===== src/rtl/u_dec_stage_if.sv =====
// Decode-stage bundle: fetch-side handshake, regfile read port and the decoded ALU bundle.
// slave = decode stage view, master = surrounding pipeline view.
interface u_dec_stage_if #(
  parameter int XLEN = 32
);
  logic            ins_vld;
  logic            ins_rdy;
  logic [31:0]     ins;
  logic [XLEN-1:0] pc;
  logic [4:0]      rs1_addr;
  logic [4:0]      rs2_addr;
  logic [XLEN-1:0] rs1_data;
  logic [XLEN-1:0] rs2_data;
  logic            dec_vld;
  logic            dec_rdy;
  logic [2:0]      f3;
  logic            f7_b5;
  logic [XLEN-1:0] alu_i1;
  logic [XLEN-1:0] alu_i2;
  logic [4:0]      rd_addr;
  logic            rd_we;
  logic            dec_br;
  logic            dec_ill;

  modport slave (
    input  ins_vld, ins, pc, rs1_data, rs2_data, dec_rdy,
    output ins_rdy, rs1_addr, rs2_addr, dec_vld, f3, f7_b5,
           alu_i1, alu_i2, rd_addr, rd_we, dec_br, dec_ill
  );

  modport master (
    output ins_vld, ins, pc, rs1_data, rs2_data, dec_rdy,
    input  ins_rdy, rs1_addr, rs2_addr, dec_vld, f3, f7_b5,
           alu_i1, alu_i2, rd_addr, rd_we, dec_br, dec_ill
  );
endinterface


===== src/rtl/u_dec_stage.sv =====
// RV32I decode stage: operand/immediate selection into one registered ALU bundle.
// Optional U_DEC_ILLEGAL_CHK_EN enables illegal-encoding detection on dec_ill.
module u_dec_stage #(
  parameter int XLEN = 32
) (
  input  logic            clk,
  input  logic            rst_n,
  input  logic            flush,
  u_dec_stage_if.slave    bus
);
  localparam logic [6:0] OPC_OP     = 7'b0110011;
  localparam logic [6:0] OPC_OP_IMM = 7'b0010011;
  localparam logic [6:0] OPC_LUI    = 7'b0110111;
  localparam logic [6:0] OPC_AUIPC  = 7'b0010111;
  localparam logic [6:0] OPC_JAL    = 7'b1101111;
  localparam logic [6:0] OPC_JALR   = 7'b1100111;
  localparam logic [6:0] OPC_LOAD   = 7'b0000011;
  localparam logic [6:0] OPC_STORE  = 7'b0100011;
  localparam logic [6:0] OPC_BRANCH = 7'b1100011;

  typedef enum logic {EMPTY, FULL} state_t;

  state_t          state_reg;
  logic [2:0]      f3_reg;
  logic            f7_b5_reg;
  logic [XLEN-1:0] alu_i1_reg;
  logic [XLEN-1:0] alu_i2_reg;
  logic [4:0]      rd_addr_reg;
  logic            rd_we_reg;
  logic            dec_br_reg;
  logic            dec_ill_reg;

  logic [2:0]      f3_next;
  logic            f7_b5_next;
  logic [XLEN-1:0] alu_i1_next;
  logic [XLEN-1:0] alu_i2_next;
  logic            rd_we_next;
  logic            dec_br_next;
  logic            dec_ill_next;

  logic [6:0]      opcode;
  logic [2:0]      f3_in;
  logic [6:0]      f7_in;
  logic [4:0]      rd_in;
  logic [XLEN-1:0] imm_i;
  logic [XLEN-1:0] imm_s;
  logic [XLEN-1:0] imm_u;
  logic            dec_vld;
  logic            ins_rdy;
  logic            accept;

  assign opcode = bus.ins[6:0];
  assign f3_in  = bus.ins[14:12];
  assign f7_in  = bus.ins[31:25];
  assign rd_in  = bus.ins[11:7];
  assign imm_i  = {{(XLEN-12){bus.ins[31]}}, bus.ins[31:20]};
  assign imm_s  = {{(XLEN-12){bus.ins[31]}}, bus.ins[31:25], bus.ins[11:7]};
  assign imm_u  = {{(XLEN-32){bus.ins[31]}}, bus.ins[31:12], 12'b0};

  assign bus.rs1_addr = bus.ins[19:15];
  assign bus.rs2_addr = bus.ins[24:20];

  assign dec_vld = (state_reg == FULL);
  assign ins_rdy = ~flush & (~dec_vld | bus.dec_rdy);
  assign accept  = bus.ins_vld & ins_rdy;

  always_comb begin
    f3_next      = 3'b000;
    f7_b5_next   = 1'b0;
    alu_i1_next  = bus.rs1_data;
    alu_i2_next  = bus.rs2_data;
    rd_we_next   = 1'b0;
    dec_br_next  = 1'b0;
    dec_ill_next = 1'b0;

    case (opcode)
      OPC_OP: begin
        f3_next    = f3_in;
        f7_b5_next = bus.ins[30];
        rd_we_next = 1'b1;
      end
      OPC_OP_IMM: begin
        alu_i2_next = imm_i;
        f3_next     = f3_in;
        f7_b5_next  = (f3_in == 3'b101) ? bus.ins[30] : 1'b0;
        rd_we_next  = 1'b1;
      end
      OPC_LUI: begin
        alu_i1_next = '0;
        alu_i2_next = imm_u;
        rd_we_next  = 1'b1;
      end
      OPC_AUIPC: begin
        alu_i1_next = bus.pc;
        alu_i2_next = imm_u;
        rd_we_next  = 1'b1;
      end
      OPC_JAL, OPC_JALR: begin
        alu_i1_next = bus.pc;
        alu_i2_next = XLEN'(4);
        rd_we_next  = 1'b1;
      end
      OPC_LOAD: begin
        alu_i2_next = imm_i;
        rd_we_next  = 1'b1;
      end
      OPC_STORE: begin
        alu_i2_next = imm_s;
      end
      OPC_BRANCH: begin
        dec_br_next = 1'b1;
        // Equality compares reuse the subtractor; ordered compares map to SLT/SLTU.
        case (f3_in)
          3'b000, 3'b001: f7_b5_next = 1'b1;
          3'b100, 3'b101: f3_next    = 3'b010;
          3'b110, 3'b111: f3_next    = 3'b011;
          default:        f3_next    = 3'b000;
        endcase
      end
      default: begin
      end
    endcase

`ifdef U_DEC_ILLEGAL_CHK_EN
    case (opcode)
      OPC_OP: begin
        if ((f7_in != 7'h00) && (f7_in != 7'h20))
          dec_ill_next = 1'b1;
        else if ((f7_in == 7'h20) && (f3_in != 3'b000) && (f3_in != 3'b101))
          dec_ill_next = 1'b1;
      end
      OPC_OP_IMM: begin
        if ((f3_in == 3'b001) && (f7_in != 7'h00))
          dec_ill_next = 1'b1;
        else if ((f3_in == 3'b101) && (f7_in != 7'h00) && (f7_in != 7'h20))
          dec_ill_next = 1'b1;
      end
      OPC_LUI, OPC_AUIPC, OPC_JAL, OPC_JALR,
      OPC_LOAD, OPC_STORE, OPC_BRANCH: begin
      end
      default: dec_ill_next = 1'b1;
    endcase
    if (bus.ins == 32'h0000_0000)
      dec_ill_next = 1'b1;
    if (dec_ill_next) begin
      rd_we_next  = 1'b0;
      dec_br_next = 1'b0;
    end
`else
    dec_ill_next = 1'b0;
`endif

    if (rd_in == 5'd0)
      rd_we_next = 1'b0;
  end

  always_ff @(posedge clk) begin
    if (!rst_n) begin
      state_reg   <= EMPTY;
      f3_reg      <= '0;
      f7_b5_reg   <= 1'b0;
      alu_i1_reg  <= '0;
      alu_i2_reg  <= '0;
      rd_addr_reg <= '0;
      rd_we_reg   <= 1'b0;
      dec_br_reg  <= 1'b0;
      dec_ill_reg <= 1'b0;
    end else if (flush) begin
      state_reg <= EMPTY;
    end else if (accept) begin
      state_reg   <= FULL;
      f3_reg      <= f3_next;
      f7_b5_reg   <= f7_b5_next;
      alu_i1_reg  <= alu_i1_next;
      alu_i2_reg  <= alu_i2_next;
      rd_addr_reg <= rd_in;
      rd_we_reg   <= rd_we_next;
      dec_br_reg  <= dec_br_next;
      dec_ill_reg <= dec_ill_next;
    end else if (dec_vld && bus.dec_rdy) begin
      state_reg <= EMPTY;
    end
  end

  assign bus.ins_rdy = ins_rdy;
  assign bus.dec_vld = dec_vld;
  assign bus.f3      = f3_reg;
  assign bus.f7_b5   = f7_b5_reg;
  assign bus.alu_i1  = alu_i1_reg;
  assign bus.alu_i2  = alu_i2_reg;
  assign bus.rd_addr = rd_addr_reg;
  assign bus.rd_we   = rd_we_reg;
  assign bus.dec_br  = dec_br_reg;
  assign bus.dec_ill = dec_ill_reg;
endmodule

===== src/flat_wrapper.sv =====
// flat-port wrapper written by rule: the top's interface ports become plain ports
module u_dec_stage_flat 
#(
  parameter int XLEN = 32
)
  (clk, rst_n, flush, bus_ins_vld, bus_ins, bus_pc, bus_rs1_data, bus_rs2_data, bus_dec_rdy, bus_ins_rdy, bus_rs1_addr, bus_rs2_addr, bus_dec_vld, bus_f3, bus_f7_b5, bus_alu_i1, bus_alu_i2, bus_rd_addr, bus_rd_we, bus_dec_br, bus_dec_ill);
  u_dec_stage_if #(.XLEN(XLEN)) bus_i ();
  input  logic clk;
  input  logic rst_n;
  input  logic flush;
  input wire logic [$bits(bus_i.ins_vld)-1:0] bus_ins_vld;
  input wire logic [$bits(bus_i.ins)-1:0] bus_ins;
  input wire logic [$bits(bus_i.pc)-1:0] bus_pc;
  input wire logic [$bits(bus_i.rs1_data)-1:0] bus_rs1_data;
  input wire logic [$bits(bus_i.rs2_data)-1:0] bus_rs2_data;
  input wire logic [$bits(bus_i.dec_rdy)-1:0] bus_dec_rdy;
  output wire logic [$bits(bus_i.ins_rdy)-1:0] bus_ins_rdy;
  output wire logic [$bits(bus_i.rs1_addr)-1:0] bus_rs1_addr;
  output wire logic [$bits(bus_i.rs2_addr)-1:0] bus_rs2_addr;
  output wire logic [$bits(bus_i.dec_vld)-1:0] bus_dec_vld;
  output wire logic [$bits(bus_i.f3)-1:0] bus_f3;
  output wire logic [$bits(bus_i.f7_b5)-1:0] bus_f7_b5;
  output wire logic [$bits(bus_i.alu_i1)-1:0] bus_alu_i1;
  output wire logic [$bits(bus_i.alu_i2)-1:0] bus_alu_i2;
  output wire logic [$bits(bus_i.rd_addr)-1:0] bus_rd_addr;
  output wire logic [$bits(bus_i.rd_we)-1:0] bus_rd_we;
  output wire logic [$bits(bus_i.dec_br)-1:0] bus_dec_br;
  output wire logic [$bits(bus_i.dec_ill)-1:0] bus_dec_ill;
  assign bus_i.ins_vld = bus_ins_vld;
  assign bus_i.ins = bus_ins;
  assign bus_i.pc = bus_pc;
  assign bus_i.rs1_data = bus_rs1_data;
  assign bus_i.rs2_data = bus_rs2_data;
  assign bus_i.dec_rdy = bus_dec_rdy;
  assign bus_ins_rdy = bus_i.ins_rdy;
  assign bus_rs1_addr = bus_i.rs1_addr;
  assign bus_rs2_addr = bus_i.rs2_addr;
  assign bus_dec_vld = bus_i.dec_vld;
  assign bus_f3 = bus_i.f3;
  assign bus_f7_b5 = bus_i.f7_b5;
  assign bus_alu_i1 = bus_i.alu_i1;
  assign bus_alu_i2 = bus_i.alu_i2;
  assign bus_rd_addr = bus_i.rd_addr;
  assign bus_rd_we = bus_i.rd_we;
  assign bus_dec_br = bus_i.dec_br;
  assign bus_dec_ill = bus_i.dec_ill;
  u_dec_stage #(.XLEN(XLEN)) u_core (.clk(clk), .rst_n(rst_n), .flush(flush), .bus(bus_i));
endmodule

===== config.mk =====
export PLATFORM = sky130hd
export DESIGN_NAME = u_dec_stage_flat
export DESIGN_NICKNAME = d
export VERILOG_FILES = /design/src/rtl/u_dec_stage_if.sv /design/src/rtl/u_dec_stage.sv /design/src/flat_wrapper.sv
export SDC_FILE = /design/constraint.sdc
export NUM_CORES = 1
export LEC_CHECK = 0
export ABC_AREA = 1
export CORE_AREA = 2 2 120 122
export CTS_BUF_LIST = sky130_fd_sc_hd__clkbuf_8
export CTS_CLUSTER_SIZE = 30
export DETAILED_ROUTE_END_ITERATION = 12
export DIE_AREA = 0 0 122 124
export GPL_ROUTABILITY_DRIVEN = 0
export PLACE_DENSITY_LB_ADDON = 0.25
export SLEW_MARGIN = 10
export SYNTH_ARGS = -nofsm -noshare
export SYNTH_HDL_FRONTEND = slang
export SYNTH_SLANG_ARGS = --single-unit

===== constraint.sdc =====
create_clock -name clk -period 1.5 [get_ports clk]
set_clock_uncertainty 0.1 [all_clocks]
set_input_delay 0.3 -clock clk [delete_from_list [all_inputs] [get_ports clk]]
set_output_delay 0.3 -clock clk [all_outputs]
set_load 0.01 [all_outputs]

# After elaboration in Yosys (flattened, before gate mapping)
# Index checks and enable logic that the tools add are counted.
# op_classes
eq_ne,14
muxes,12
n_bitwise,6
reduce_logical,15
# ops
op,count
$pmux 32 s4,1
$pmux 32 s2,1
$eq 7x6->1 const B,3
$eq 7x7->1 const B,3
$reduce_or 2->1,8
$eq 7x5->1 const B,2
$eq 3x3->1 const B,4
$eq 7x2->1 const B,1
$mux 1,7
$reduce_or 7->1,1
$pmux 3 s2,1
$logic_not 5->1,1
$pmux 2 s2,1
$eq 3x1->1 const B,1
$logic_not 3->1,1
$not 1->1,3
$pmux 1 s3,1
$reduce_or 3->1,1
$and 1x1->1,2
$reduce_and 2->1,1
$reduce_bool 2->1,1
$logic_and 1x1->1,1
$or 1x1->1,1
# word_totals
register_bits,76
inputBits,133
output_inout_bits,88
wordCells,55

# Depth between registers and ports, before layout
# logic_depth
ltp_word,5
ltp_mapped,10
depth_no_buf,9

# Worst setup path before layout
# OpenSTA, ideal clock, no wires.
# synth_timing
kind,reg2reg
startpoint,register u_core.state_reg (netlist: u_core.bus.dec_vld)
endpoint,register u_core.alu_i1_reg[10] (netlist: u_core.bus.alu_i1[10])
setup_time_ns,0.109
arrival_time_ns,1.320
required_ns,1.291
setup_slack_ns,-0.029
stages_incl_launch_ff,11
path_cell_list,dfxtp_1 inv_1 nor2_2 nor2_4 nand2_4 inv_2 buf_2 buf_2 o21a_1 nand2_1 inv_1
# synth_via
elab_chain_cells,5
# synth_rtl
element,line_no,source
start: declaration,u_dec_stage.sv:23,state_t state_reg;
start signal: assignment,u_dec_stage.sv:159,state_reg <= EMPTY;
start signal: assignment,u_dec_stage.sv:169,state_reg <= EMPTY;
start signal: assignment,u_dec_stage.sv:171,state_reg <= FULL;
$not 1->1,u_dec_stage.sv:64,assign ins_rdy = ~flush & (~dec_vld | bus.dec_rdy);
$or 1x1->1,u_dec_stage.sv:64,
$and 1x1->1,u_dec_stage.sv:64,
net bus_ins_rdy,flat_wrapper.sv:17,output wire logic [$bits(bus_i.ins_rdy)-1:0] bus_ins_rdy;
$and 1x1->1,u_dec_stage.sv:65,assign accept = bus.ins_vld & ins_rdy;
$reduce_and 2->1 (no line),n/a,
end signal: assignment,u_dec_stage.sv:174,alu_i1_reg <= alu_i1_next;
end: declaration,u_dec_stage.sv:26,logic [XLEN-1:0] alu_i1_reg;
# The timed path passes the listed nets, and every way through them passes these cells.
# A chain may end at the register's enable or synchronous reset.

# Final worst setup path
# layout_timing
startpoint,input bus_ins[23]
endpoint,output bus_rs2_addr[3]
# layout_rtl
element,line_no,source
start: declaration,flat_wrapper.sv:12,input wire logic [$bits(bus_i.ins)-1:0] bus_ins;
end: declaration,flat_wrapper.sv:19,output wire logic [$bits(bus_i.rs2_addr)-1:0] bus_rs2_addr;
# No word-level cell between the ends.

==> summary.md <==
| Metric | Value |
|---|---|
| Status | finished clean |
| First-pass GRT wire length | 22400 microns |
| Clk slew on worst S/H paths | 0.09 ns |
| Fraction of layout cells with a size suffix above 1 | 11.3% |
| Die X | 122 microns |
| Vias | 4755 |
| # port buffers | 219 |
| Vias per inst | 4.43 |
| Leakage | 3.71 nW |
| Global Route Usage Sum | 19.3% |
| Register-to-Register Path Depth | 9 |
| Synth Register Bits | 76 |
| WP data required | 1.10 ns |
| Placeable Area | 0.0137 sq mm |
| RSZ-0062 raised after global routing | no |
| IO Count | 221 |
| Most frequent cells in the layout | nand2_1, clkdlybuf4s50_1, nand3_1, inv_1, dlygate4sd2_1 |
| Multi-input gate area | 0.00207 sq mm |
| Residual DRC | 0 |
| PnR worst setup slack | 0.0256 ns |
| FF/Latch Area | 0.00152 sq mm |
| ANT cells | 0 |
| Mapped Cells | 646 |
| Worst R2R Start | u_core.bus.dec_vld |
| Most common cell after layout, fill and taps aside | nand2_1 |
| Avg WL per Cell | 13.4 microns |
| Root Driver | clkbuf_8 |
| Hold Path Depth | 4 |
| Post-synth net total | 779 |
| CTS Buffer Depth | 2 |
| CTS Buf Count | 9 |
| Fin crit period | 1.47 ns |
| Dpl hpwl | 10800 microns |
| Avg Inst Size Synth | 6.51 sq um |
| Vias in the first global route | 4505 |
| Worst path arrival time | 1.07 ns |
| Worst setup SP type | input pin |
| Cells along the critical path | clkdlybuf4s50_1 > clkdlybuf4s15_1 |
| VDD IR-drop max | 0.464 mV |
| CP Class | in -> out |
| Largest net degree at the start of global routing | 35 |
| Crit. End Element | primary output |
| Area growth syn-to-layout | 69.0% |
| CP bufs+invs | 2 |
| Slew Limit Fails | 0 |
| Worst slack, placed | -0.563 ns |
| Mapped Area | 0.00421 sq mm |
| PwrDens | 718 mW/mm^2 |
| Largest delay share family, worst path | buffers and inverters |
| DIE AREA | 0.0151 sq mm |
| Final Hold Fails | 0 |
| Critical path origin | bus_ins[23] |
| Hold Path Class | in -> reg |
| Synth Warn # | 0 |
| Setup slack, reg-to-reg | 0.12 ns |
| Final WL | 14400 microns |
| Worst-path fanout max | 2 |
| Initial cell density of the core | 30.7% |
| Max Cap Viol | 0 |
| Max H-tree Level | 3 |
| Initial antenna violation count | 0 |
| # nets final | 1021 |
| ANT nets after route | 0 |
| Latest clock arrival within the worst-skew pair | 0.36 ns |
| Fill count | 1452 |
| Starting DRC count in detailed routing | 143 |
| Library cells used by synthesis | 20 |
| WHS | 0.180 ns |
| R2R Path End | u_core.bus.alu_i2[29] |
| Row count | 43 |
| FMAX | 678 MHz |
| Sequential area share after synthesis | 36.2% |
| Worst Hold End | u_core.bus.dec_vld |
| Pre-Repair DR Iteration Count | 4 |
| CP peak stage delay | 0.52 ns |
| Final setup viols | 0 |
| TritonCTS clock tree | yes |
| Die H | 124 microns |
| Grt total ovfl | 0 |
| Critical-path top delay cell | clkdlybuf4s50_1 |
| Worst Min Path Start | bus_dec_rdy |
| TritonCTS Sinks | 76 |
| Period utilization | 98.3% |
-- cell type report --
| type | count | share of cell area [%] |
|---|---|---|
| timing repair buffer | 282 | 38.5 |
| multi-input combinational | 426 | 29.1 |
| sequential | 76 | 21.4 |
| inverter | 93 | 5.02 |
| tap | 180 | 3.17 |
| clock buffer | 10 | 1.94 |
| clock inverter | 6 | 0.880 |
-- synthesized netlist by cell type --
library cell | number | area, sq um
clkbuf_1 | 13 | 48.8
buf_2 | 18 | 90.1
o21ai_0 | 9 | 45.0
nor3_1 | 2 | 10.0
inv_2 | 3 | 11.3
nor2_4 | 1 | 11.3
inv_1 | 90 | 338
nor2_1 | 51 | 191
nand2_1 | 160 | 601
o21a_1 | 57 | 428
nand2_2 | 1 | 6.26
conb_1 | 1 | 3.75
buf_6 | 3 | 33.8
nor2_2 | 6 | 37.5
dfxtp_1 | 76 | 1520
buf_4 | 17 | 128
nand2_4 | 1 | 11.3
o21ai_2 | 1 | 8.76
a21oi_1 | 25 | 125
nand3_1 | 111 | 556
-- worst register-to-register path, delay by kind of cell, from the launching register on --
kind	cells	cell delay, ns
buf+inv	4	0.42
flops	1	0.34
simple gates	5	0.43
-- per-layer routing --
metal	part of all wire, %	track usage (%)	up-vias
met1	42	22.7	2077
met3	10	6.78	13
li1	-	-	2497
met5	0	0	-
met2	45	32.4	168
met4	1.6	6.90	0
-- repair_timing --
item	CTS	global route
pin swaps	3	3
gates cloned	1	2
buffers inserted	2	0
resized for setup	104	14
endpoints found under the setup margin	153	19
hold buffers	0	0
-- report_power, final --
part / switching [mW] / total (mW) / internal [mW]
sequential: 0.0589 / 2.20 / 2.14
clock: 0.828 / 1.64 / 0.815
combinational: 0.532 / 1.26 / 0.724
-- metrics by stage --
step           cells  area [sq um]  power [mW]  utilization [%]  TNS, ns
6_report        1073          7110        5.10             51.8        0
5_1_grt         1073          7110        5.40             51.8        0
4_1_cts         1071          7040        5.17             51.3   -0.133
3_5_place_dp    1052          6890        3.59             50.2   -38.83
3_3_place_gp    1052          6890        3.58             50.2   -37.98
2_1_floorplan    646          4210        2.77                -        0
-- worst max-delay path by stage --
stage / cells past startpoint / endpoint / slack (ns)
2_1_floorplan: 10 / u_core.bus.alu_i1[10] / 0.002
3_3_place_gp: 10 / u_core.bus.rd_we / -0.55
3_5_place_dp: 10 / u_core.bus.rd_we / -0.56
4_1_cts: 4 / bus_ins_rdy / -0.13
5_1_grt: 2 / bus_rs2_addr[3] / 0.003
6_report: 2 / bus_rs2_addr[3] / 0.03
-- kinds of logic after synthesis --
logic type	after synthesis	share of synthesized area (%)
AND/OR/NAND/NOR	333	33.9
buffers and inverters	144	15.4
AO/OA/AOI/OAI	92	14.4
flip-flops	76	36.2
other	1	0.0892
(Power assumes the default switching activity.)
